--- src/rtl/serial_subtractor.sv ---
// Bit-serial unsigned subtractor: one full-subtractor cell and a borrow flop, LSB first,
// behind a valid/ready request port and a valid/ready result port.
module serial_subtractor #(
    parameter int WIDTH = 4,
    parameter int CNT_W = $clog2(WIDTH) + 1
) (
    input  logic             clk,
    input  logic             rst,
    input  logic             in_valid,
    output logic             in_ready,
    input  logic [WIDTH-1:0] a,
    input  logic [WIDTH-1:0] b,
    input  logic             borrow_in,
    output logic             out_valid,
    input  logic             out_ready,
    output logic [WIDTH-1:0] diff,
    output logic             borrow_out,
    output logic             busy
);

    typedef enum logic [1:0] {StIdle, StRun, StDone} state_t;

    state_t           state_q;
    logic [WIDTH-1:0] a_q, b_q, res_q;
    logic             bf_q;
    logic [CNT_W-1:0] cnt_q;
    logic             d_bit, bf_next;

    // Full-subtractor cell on the current LSBs of the operand shift registers.
    assign d_bit   = a_q[0] ^ b_q[0] ^ bf_q;
    assign bf_next = (~a_q[0] & b_q[0]) | (~(a_q[0] ^ b_q[0]) & bf_q);

    always_ff @(posedge clk) begin
        if (rst) begin
            state_q    <= StIdle;
            a_q        <= '0;
            b_q        <= '0;
            res_q      <= '0;
            bf_q       <= 1'b0;
            cnt_q      <= '0;
            in_ready   <= 1'b1;
            out_valid  <= 1'b0;
            diff       <= '0;
            borrow_out <= 1'b0;
            busy       <= 1'b0;
        end else begin
            unique case (state_q)
                StIdle: begin
                    if (in_valid && in_ready) begin
                        a_q      <= a;
                        b_q      <= b;
                        bf_q     <= borrow_in;
                        cnt_q    <= '0;
                        state_q  <= StRun;
                        in_ready <= 1'b0;
                        busy     <= 1'b1;
                    end
                end
                StRun: begin
                    a_q   <= a_q >> 1;
                    b_q   <= b_q >> 1;
                    res_q <= {d_bit, res_q[WIDTH-1:1]};
                    bf_q  <= bf_next;
                    cnt_q <= cnt_q + 1'b1;
                    // Publish the result together with the last bit so it is stable for DONE.
                    if (cnt_q == CNT_W'(WIDTH - 1)) begin
                        state_q    <= StDone;
                        out_valid  <= 1'b1;
                        diff       <= {d_bit, res_q[WIDTH-1:1]};
                        borrow_out <= bf_next;
                    end
                end
                StDone: begin
                    if (out_ready) begin
                        state_q   <= StIdle;
                        out_valid <= 1'b0;
                        in_ready  <= 1'b1;
                        busy      <= 1'b0;
                    end
                end
                default: state_q <= StIdle;
            endcase
        end
    end

endmodule

--- config.mk ---
export PLATFORM = sky130hd
export DESIGN_NAME = serial_subtractor
export DESIGN_NICKNAME = d
export VERILOG_FILES = /design/src/rtl/serial_subtractor.sv
export SDC_FILE = /design/constraint.sdc
export NUM_CORES = 1
export LEC_CHECK = 0
export CAP_MARGIN = 15
export CORE_MARGIN = 4
export CORE_UTILIZATION = 51
export CTS_CLUSTER_DIAMETER = 30
export CTS_CLUSTER_SIZE = 12
export DETAILED_ROUTE_END_ITERATION = 8
export GPL_TIMING_DRIVEN = 0
export HOLD_SLACK_MARGIN = 0.06
export PLACE_DENSITY_LB_ADDON = 0.15
export SETUP_SLACK_MARGIN = 0.4
export SYNTH_ARGS = -nofsm -noshare
export SYNTH_HDL_FRONTEND = slang
export SYNTH_SLANG_ARGS = --single-unit
export TNS_END_PERCENT = 1
--- constraint.sdc ---
create_clock -name clk -period 1.4 [get_ports clk]
set_input_delay 0.28 -clock clk [delete_from_list [all_inputs] [get_ports clk]]
set_output_delay 0.28 -clock clk [all_outputs]
set_load 0.01 [all_outputs]
-- After elaboration in Yosys (flattened, before gate mapping)
Cells that the tools add are included.
- bits of input ports: 13
- bits in registers: 26
- $add $sub $neg: 1
- bitwise gates (word level): 7
- equality and inequality tests: 6
- reductions and logical operators: 10
- muxes and demuxes: 20
- operators with widths (kind ; count):
    $pmux 4 s2 ; 2
    $reduce_and 3->1 ; 3
    $mux 4 ; 2
    $pmux 1 s2 ; 4
    $mux 1 ; 6
    $mux 2 ; 3
    $ne 2x2->1 const B ; 3
    $pmux 2 s3 ; 1
    $pmux 3 s2 ; 1
    $reduce_bool 2->1 ; 3
    $reduce_and 2->1 ; 2
    $add 3x1->3 const B ; 1
    $eq 3x2->1 const B ; 1
    $mux 3 ; 1
    $and 1x1->1 ; 2
    $eq 2x1->1 const B ; 1
    $eq 2x2->1 const B ; 1
    $logic_not 2->1 ; 1
    $not 1->1 ; 2
    $xor 1x1->1 ; 2
    $logic_and 1x1->1 ; 1
    $or 1x1->1 ; 1

-- Depth between registers and ports, before layout
Gate-level depths: netlist of the first run.
- depth after elaboration: 5
- depth in mapped cells: 6

-- Worst setup path after synthesis of the first run
Ideal clock, no wire load.
- kind: reg-to-reg
- start point: register cnt_q[0]
- end point: register out_valid
- clock period less this slack: 1.288 ns
- arrival: 1.171 ns
- stages on the path, launching flop included: 7
- library setup time: 0.117 ns
- setup slack: 0.112 ns
- required time: 1.283 ns
- cell sequence: dfxtp_1 ha_1 ha_1 clkbuf_1 a21oi_1 a2bb2oi_1 nor2_1
- longest elaborated chain between the ends: 3
- RTL lines (element ; line ; text):
    from (decl) ; 26 ; logic [CNT_W-1:0] cnt_q;
    from (signal assigned) ; 64 ; cnt_q <= cnt_q + 1'b1;
    $eq 3x2->1 ; 66 ; if (cnt_q == CNT_W'(WIDTH - 1)) begin
    $ne 2x2->1 (no source line) ; -- ;
    $reduce_and 3->1 (no source line) ; -- ;
    to (signal assigned) ; 42 ; out_valid <= 1'b0;
    to (signal assigned) ; 68 ; out_valid <= 1'b1;
    to (signal assigned) ; 76 ; out_valid <= 1'b0;
    to (decl) ; 14 ; output logic out_valid,
No other way between the ends.
A chain may end at the register's enable or synchronous reset.

-- Worst setup path in the final report of the first run
- start point: register cnt_q[0]
- end point: register state_q[1]
- longest elaborated chain between the ends: 3
- RTL lines (element ; line ; text):
    $eq 3x2->1 ; 66 ;
    $ne 2x2->1 (no source line) ; -- ;
    $reduce_and 3->1 (no source line) ; -- ;
    to (signal assigned) ; 67 ; state_q <= StDone;
    to (signal assigned) ; 75 ; state_q <= StIdle;
    to (signal assigned) ; 81 ; default: state_q <= StIdle;
    to (decl) ; 23 ; state_t state_q;
No other way between the ends.

==> results of run 1 <==
==> cells in the mapped netlist, drive strengths merged <==
cell / number
a2bb2oi: 1
mux2: 1
or3: 1
a221o: 6
nand2b: 3
nand2: 27
nor2: 12
dfxtp: 25
nand3: 7
clkbuf: 1
o31ai: 1
or2: 1
o21a: 1
nand4bb: 1
nand3b: 2
a31oi: 6
and4bb: 1
a21oi: 16
o32ai: 1
o21bai: 1
o21ai: 1
buf: 10
fa: 1
a211oi: 1
a311oi: 1
ha: 2
nor2b: 2
inv: 8
==> per-stage QoR <==
step	hold WS [ns]	cells	power, mW
floorplan	0.4160	141	1.014
global placement	0.4447	188	1.106
detailed placement	0.4455	188	1.111
CTS	0.3128	195	1.443
global route	0.3348	197	1.531
finish	0.3108	197	1.455
==> repair_timing <==
| item | CTS | global route |
|---|---|---|
| buffers inserted | 3 | 2 |
| pin swaps | 4 | 1 |
| setup endpoints to repair | 32 | 33 |
| resized for setup | 11 | 5 |
==> final cells by class <==
cell class                 count  area, sq um  area share (%)
sequential                    25        508.0           32.85
clock inverter                 1        7.507          0.4854
inverter                       8        30.03           1.942
timing repair buffer          24        217.7           14.08
tap                           28        35.03           2.265
buffer                        11        102.6           6.634
clock buffer                   3        22.52           1.456
multi-input combinational     97        623.1           40.29
==> logic make-up (layout without fill, tap and decap cells) <==
kind of cell             Yosys count  in the layout
AO/OA/AOI/OAI                     36             36
adder cells (fa/ha/maj)            3              3
buffers and inverters             19             47
flip-flops                        25             25
multiplexers                       1              1
AND/OR/NAND/NOR                   57             57
==> worst min path at each step <==
stage,startpoint,end,slack (ns),depth (start not counted)
6_report,rst,b_q[0]$_SDFFE_PP0P_,0.31,3
5_1_grt,rst,b_q[0]$_SDFFE_PP0P_,0.33,3
4_1_cts,rst,b_q[0]$_SDFFE_PP0P_,0.31,3
3_5_place_dp,diff[2]$_SDFFE_PP0P_,diff[2]$_SDFFE_PP0P_,0.45,2
3_3_place_gp,diff[0]$_SDFFE_PP0P_,diff[0]$_SDFFE_PP0P_,0.44,2
2_1_floorplan,a[3],a_q[3]$_SDFFE_PP0P_,0.42,2
==> metal layers <==
layer	track usage [%]	wire length [um]	vias up
met4	3.729	14	0
li1	-	-	540
met1	24.26	1274	504
met5	0	0	-
met3	2.989	96	2
met2	28.38	1257	20
==> where the power goes <==
part	internal, mW	switching, mW	leakage [nW]
clock network	0.109	0.233	0.0139
registers	0.757	0.0292	0.206
logic	0.164	0.162	0.377
==> critical path: cells and delay by family, from the launching register on <==
family                     cells  cell delay (ns)
AOI/OAI and AO/OA              1             0.04
buffers and inverters          2             0.28
and+or+nand+nor                1             0.18
DFF                            1             0.37
adders and majority gates      2             0.31
==> registers in the layout (all words and copies together), names as in the netlist <==
signal / flops
a_q: 4
b_q: 4
bf_q: 1
borrow_out: 1
busy: 1
cnt_q: 3
diff: 4
in_ready: 1
out_valid: 1
res_q: 3
state_q: 2
==> layout by cell type, fill, tap and decap left out, drive strengths merged, types with 2 or more instances in the layout <==
master         instances
nand2                 27
dfxtp                 25
a21oi                 16
buf                   16
nor2                  12
clkdlybuf4s50         11
inv                    8
dlygate4sd2            8
nand3                  7
a221o                  6
a31oi                  6
clkbuf                 3
nand2b                 3
nand3b                 2
ha                     2
nor2b                  2
==> metrics.md, run 1 <==
| Metric | Value |
|---|---|
| Status | `complete, no violations` |
| Worst Max-Slew Pin Slew | `0.2792 ns` |
| Hold WC Path Type | `primary input to register` |
| CP max stage cell | `dfxtp_2` |
| Critical path destination | `state_q[1]$_SDFFE_PP0P_` |
| Gpl congestion | `0.7649` |
| Die Area | `3190 sq um` |
| VDD IR max | `0.5704 mV` |
| Cell count after synthesis | `141` |
| FP Rows | `17` |
| Root Driver | `clkbuf_4` |
| Vias/cell | `5.411` |
| CTS tree | `built` |
| Share of layout cells above drive strength 1 | `21.89%` |
| Final wirelength | `2.642 mm` |
| Grt total ovfl | `0` |
| Seq/Total Area, Yosys | `41.75%` |
| P_leak | `0.5966 nW` |
| Fin crit share | `91.17%` |
| CP dominant cell by count | `ha_4` |
| Worst Path Required | `1.63 ns` |
| Die height | `56.48 um` |
| Router iterations before antenna repair | `4` |
| CTS clock-pin slew for the worst setup and hold paths | `0.15 ns` |
| Critical Path Max Stage Delay | `0.37 ns` |
| Mux contribution to synthesized area | `0.9395%` |
| Pwr/cell area | `940.7 nW/um^2` |
| Drt initial violations | `27` |
| Die width | `56.48 um` |
| Main combinational cell family by area after synthesis | `simple AND/OR/NAND/NOR gates` |
| Post-Synth XOR/XNOR Area | `0%` |
| H-tree levels | `1` |
| Synthesis-stage register bit count | `25` |
| Util after Layout | `69.24%` |
| CP cell instances | `ha_4, ha_4, buf_8, nand3b_1, buf_4, a21oi_2` |
| CP max FO | `5` |
| Global-route wire length before repair | `4.554 mm` |
| Yosys warnings | `0` |
| CTS buffer count | `3` |
| Max cap viols | `0` |
| Cts hold-fix bufs | `0` |
| Final worst slack | `0.1236 ns` |
| Synth-to-layout area growth | `29.02%` |
| Clock Skew | `0.01346 ns` |
| Fin area | `1546 sq um` |
| Core ar. | `2233 sq um` |
| Synth Area in Adders | `3.758%` |
| Share of the synthesized area in the top cell type | `41.75%` |
| Wire length per cell | `13.41 um` |
| # nets final | `186` |
| Critical R2R Launch | `cnt_q[0]$_SDFFE_PP0P_` |
| HPWL after DPL | `1.899 mm` |
| Clock buffer depth | `2` |
| Final Hold Fails | `0` |
| Syn Area/Cell | `8.501 sq um` |
| Fmax | `783.5 MHz` |
| Mapped Nets | `157` |
| Relative slew slack | `81.39%` |
| Crit path from | `cnt_q[0]$_SDFFE_PP0P_` |
| Total track usage | `17.52%` |
| I/O Buffers | `19` |
| R2R Path End | `state_q[1]$_SDFFE_PP0P_` |
| Starting Density | `53.67%` |
| Mapped cell area | `1199 sq um` |
| N_diodes | `0` |
| Critical path arrival | `1.50 ns` |
| Tmin final | `1.276 ns` |
| Vias in the first global route | `1033` |
| Worst R2R Path Depth | `6` |
| Area contributors post-synth | `dfxtp_1 (42%), nand2_1 (8.5%), a21oi_1 (6.7%)` |
| Largest net degree at the start of global routing | `16` |
| Filler cells | `183` |
| DRC | `0` |
| WS Path Type | `register to register` |
| R2r setup slk | `0.12 ns` |
| Final setup violation count | `0` |
| RSZ-0062 raised after global routing | `true` |
| Yosys cell types | `34` |
| Setup TNS | `0 ns` |
| Initial antenna violation count | `0` |
| Pre-CTS setup slack | `-0.2003 ns` |
| Post-synthesis simple-gate area fraction | `23.49%` |
| DP Area | `1468 sq um` |
| Type of origin of the critical path | `register` |
| # IOs | `21` |
| Clk_lat worst skew | `0.33 ns` |
| Post-route antenna net violation count | `0` |
| Crit end category | `register` |
| Clk sink count | `25` |
| Routed vias | `1066` |
| Slew Limit Fails | `0` |
| Compound-cell area share of the yosys netlist | `19.94%` |
| Yosys top cell by area | `dfxtp_1` |
No activity file was read; power rests on OpenSTA's default activity.
==> run 2, diff against run 1 <==
- ABC_AREA: default -> 1
- CORE_UTILIZATION: 51 -> 50
- PLACE_DENSITY: default -> 0.77
- PLACE_DENSITY_LB_ADDON: 0.15 -> default
- REMOVE_ABC_BUFFERS: default -> 1
==> metrics.md, run 2 <==
| Metric | Value |
|---|---|
| Status | `complete, no violations (unchanged)` |
| WS Path Type | `register to register (unchanged)` |
| Worst Max-Slew Pin Slew | `0.5090 ns (was 0.2792 ns)` |
| Power, Total | `1.414 mW (was 1.455 mW)` |
| Clk_lat worst skew | `0.32 ns (was 0.33 ns)` |
| Gpl congestion | `0.7635 (was 0.7649)` |
| Vias/cell | `5.005 (was 5.411)` |
| Total track usage | `19.24% (was 17.52%)` |
| Mux contribution to synthesized area | `0% (was 0.9395%)` |
| H-tree levels | `1 (unchanged)` |
| Crit end category | `register (unchanged)` |
| Worst Hold Launch | `out_valid$_SDFFE_PP0P_ (was rst)` |
| Most frequent cells in the layout | `nand2_1 (40), nor2_1 (27), dfxtp_1 (12), dfxtp_2 (12), clkdlybuf4s50_1 (11) (was nand2_1 (26), dfxtp_1 (21), a21oi_1 (13), nor2_1 (11), clkdlybuf4s50_1 (11))` |
| Post-Synth XOR/XNOR Area | `0% (unchanged)` |
| Yosys top cell by area | `dfxtp_1 (unchanged)` |
| Largest net degree at the start of global routing | `22 (was 16)` |
| Final hold slack | `0.4714 ns (was 0.3108 ns)` |
| Filler cells | `171 (was 183)` |
| Slew Limit Fails | `0 (unchanged)` |
| CTS buffer count | `3 (unchanged)` |
| Wire length per cell | `11.99 um (was 13.41 um)` |
| FP Rows | `16 (was 17)` |
| Post-synth EDFFs | `0 (unchanged)` |
| Compound-cell area share of the yosys netlist | `8.967% (was 19.94%)` |
| Cts hold-fix bufs | `0 (unchanged)` |
| Clock buffer depth | `2 (unchanged)` |
| Critical R2R Launch | `bf_q$_SDFFE_PP0P_ (was cnt_q[0]$_SDFFE_PP0P_)` |
| Register area | `519.2 sq um (was 508.0 sq um)` |
| Share of the synthesized area in the top cell type | `45.40% (was 41.75%)` |
| Router iterations before antenna repair | `4 (unchanged)` |
| Most common cell in the synthesized netlist | `nand2_1 (unchanged)` |
| Drt initial violations | `16 (was 27)` |
| Vias in the first global route | `900 (was 1033)` |
| Synth-to-layout area growth | `29.85% (was 29.02%)` |
| Grt total ovfl | `0 (unchanged)` |
| Root Driver | `clkbuf_4 (unchanged)` |
| Synth Area in Adders | `4.086% (was 3.758%)` |
| Seq/Total Area, Yosys | `45.40% (was 41.75%)` |
| Top cells by count, synth | `nand2_1 (42), nor2_1 (27), dfxtp_1 (25) (was nand2_1 (27), dfxtp_1 (25), a21oi_1 (16))` |
| Routed vias | `1011 (was 1066)` |
| VDD IR max | `0.7700 mV (was 0.5704 mV)` |
| Share of layout cells above drive strength 1 | `25.71% (was 21.89%)` |
| Relative slew slack | `66.06% (was 81.39%)` |
| Worst Path Required | `1.66 ns (was 1.63 ns)` |
| Pwr/cell area | `987.6 nW/um^2 (was 940.7 nW/um^2)` |
| DRC | `0 (unchanged)` |
| Syn Area/Cell | `7.205 sq um (was 8.501 sq um)` |
| Yosys warnings | `0 (unchanged)` |
| # IOs | `21 (unchanged)` |
| CTS tree | `built (unchanged)` |
| Tmin final | `1.190 ns (was 1.276 ns)` |
| # nets final | `192 (was 186)` |
| Fin crit share | `84.99% (was 91.17%)` |
| Hold WC Path Type | `register to register (was primary input to register)` |
| Critical path arrival | `1.45 ns (was 1.50 ns)` |
| R2r setup slk | `0.21 ns (was 0.12 ns)` |
| Fmax | `840.5 MHz (was 783.5 MHz)` |
| Finished Layout Cells | `202 (was 197)` |
| CTS clock-pin slew for the worst setup and hold paths | `0.13 ns (was 0.15 ns)` |
| Initial antenna violation count | `0 (unchanged)` |
| Die Area | `3020 sq um (was 3190 sq um)` |
| DRT met1 WL | `1.032 mm (was 1.274 mm)` |
| Max cap viols | `0 (unchanged)` |
| Post-synthesis async set-or-reset flop share | `0% (unchanged)` |
| Clk sink count | `25 (unchanged)` |
| P_leak | `0.6066 nW (was 0.5966 nW)` |
| Global-route wire length before repair | `4.077 mm (was 4.554 mm)` |
| Post-route antenna net violation count | `0 (unchanged)` |
| Final Hold Fails | `0 (unchanged)` |
| Synthesis-stage register bit count | `25 (unchanged)` |
| Main combinational cell family by area after synthesis | `simple AND/OR/NAND/NOR gates (unchanged)` |
| Met3 wire length | `163 um (was 96 um)` |
| Die width | `54.96 um (was 56.48 um)` |
| Placed insts | `193 (was 188)` |
| Multi-input logic area | `566.8 sq um (was 623.1 sq um)` |
| Die height | `54.96 um (was 56.48 um)` |
| Area contributors post-synth | `dfxtp_1 (45%), nand2_1 (14%), nor2_1 (9.2%) (was dfxtp_1 (42%), nand2_1 (8.5%), a21oi_1 (6.7%))` |
| Main synth FF type | `dfxtp_1 (unchanged)` |
| Core ar. | `2022 sq um (was 2233 sq um)` |
| Crit path from | `bf_q$_SDFFE_PP0P_ (was cnt_q[0]$_SDFFE_PP0P_)` |
| Regs by FF count | `a_q (4), b_q (4), diff (4) (unchanged)` |
| I/O Buffers | `20 (was 19)` |
| Type of origin of the critical path | `register (unchanged)` |
| Cell count after synthesis | `153 (was 141)` |
| N_diodes | `0 (unchanged)` |
| DR WL met2 | `1.198 mm (was 1.257 mm)` |
| RSZ-0062 raised after global routing | `true (unchanged)` |
| Mapped cell area | `1102 sq um (was 1199 sq um)` |
| Final wirelength | `2.422 mm (was 2.642 mm)` |
| Post-synthesis simple-gate area fraction | `33.26% (was 23.49%)` |
| Most common cell after layout, fill and taps aside | `nand2_1 (unchanged)` |
| Yosys cell types | `18 (was 34)` |
| Final setup violation count | `0 (unchanged)` |
| DR top layer | `met4 (unchanged)` |
| CP max FO | `2 (was 5)` |
| Clock Skew | `0.007761 ns (was 0.01346 ns)` |
| HPWL after DPL | `1.503 mm (was 1.899 mm)` |
| Starting Density | `54.52% (was 53.67%)` |
## run 2: path summary, 6_finish.rpt
| path | to | cells after the start |
|---|---|---|
| worst max-delay path | bf_q$_SDFFE_PP0P_ | 7 |
| worst min-delay path | out_valid$_SDFFE_PP0P_ | 2 |
| worst max register to register | bf_q$_SDFFE_PP0P_ | 7 |
| worst min register to register | out_valid$_SDFFE_PP0P_ | 2 |
## run 2: report_power, final
group | switching (mW) | internal [mW]
registers | 0.0354 | 0.767
clock network | 0.213 | 0.107
logic | 0.160 | 0.130
total | 0.409 | 1.00
## run 2: cells by family after synthesis
logic type	count (synthesis)
AOI/OAI and AO/OA	19
and+or+nand+nor	87
adders and majority gates	3
buffers and inverters	19
DFF	25
## run 2: what timing repair did
action / in CTS / in global routing
gates resized for setup: 57 / 5
setup endpoints to repair: 33 / 33
pin swaps: 5 / 3
buffers inserted: 3 / 1
gates cloned: 1 / 0
endpoints found under the hold margin: 0 / 0
## run 2: metrics by stage
stage          util (%)  setup WS [ns]  setup TNS, ns  cell area, sq um
4_1_cts           69.99         0.2238              0              1415
3_3_place_gp      63.80        -0.3317         -5.294              1290
3_5_place_dp      63.80        -0.3964         -5.835              1290
2_1_floorplan         -         0.2544              0              1056
5_1_grt           70.79         0.1301              0              1431
6_report          70.79         0.2102              0              1431
## run 2: final cells by class
cell class                 instances  share of cell area, %
multi-input combinational        109                  39.60
sequential                        25                  36.28
timing repair buffer              24                  15.73
inverter                          12                  3.584
tap                               27                  2.360
clock buffer                       3                  1.573
timing repair inverter             1                 0.5245
clock inverter                     1                 0.3497
## run 2: worst max-delay path, stage by stage, from the launching register on
cell	delay, ns
dfxtp_2	0.35
inv_1	0.05
fa_2	0.35
inv_1	0.06
nand3_1	0.06
nand2_1	0.08
nand2_1	0.05
a21oi_1	0.12
## run 2: metal layers
layer,up-vias,global-route usage [%]
li1,527,-
met1,449,22.92
met2,31,32.68
met3,4,6.166
met4,0,6.073
met5,-,0
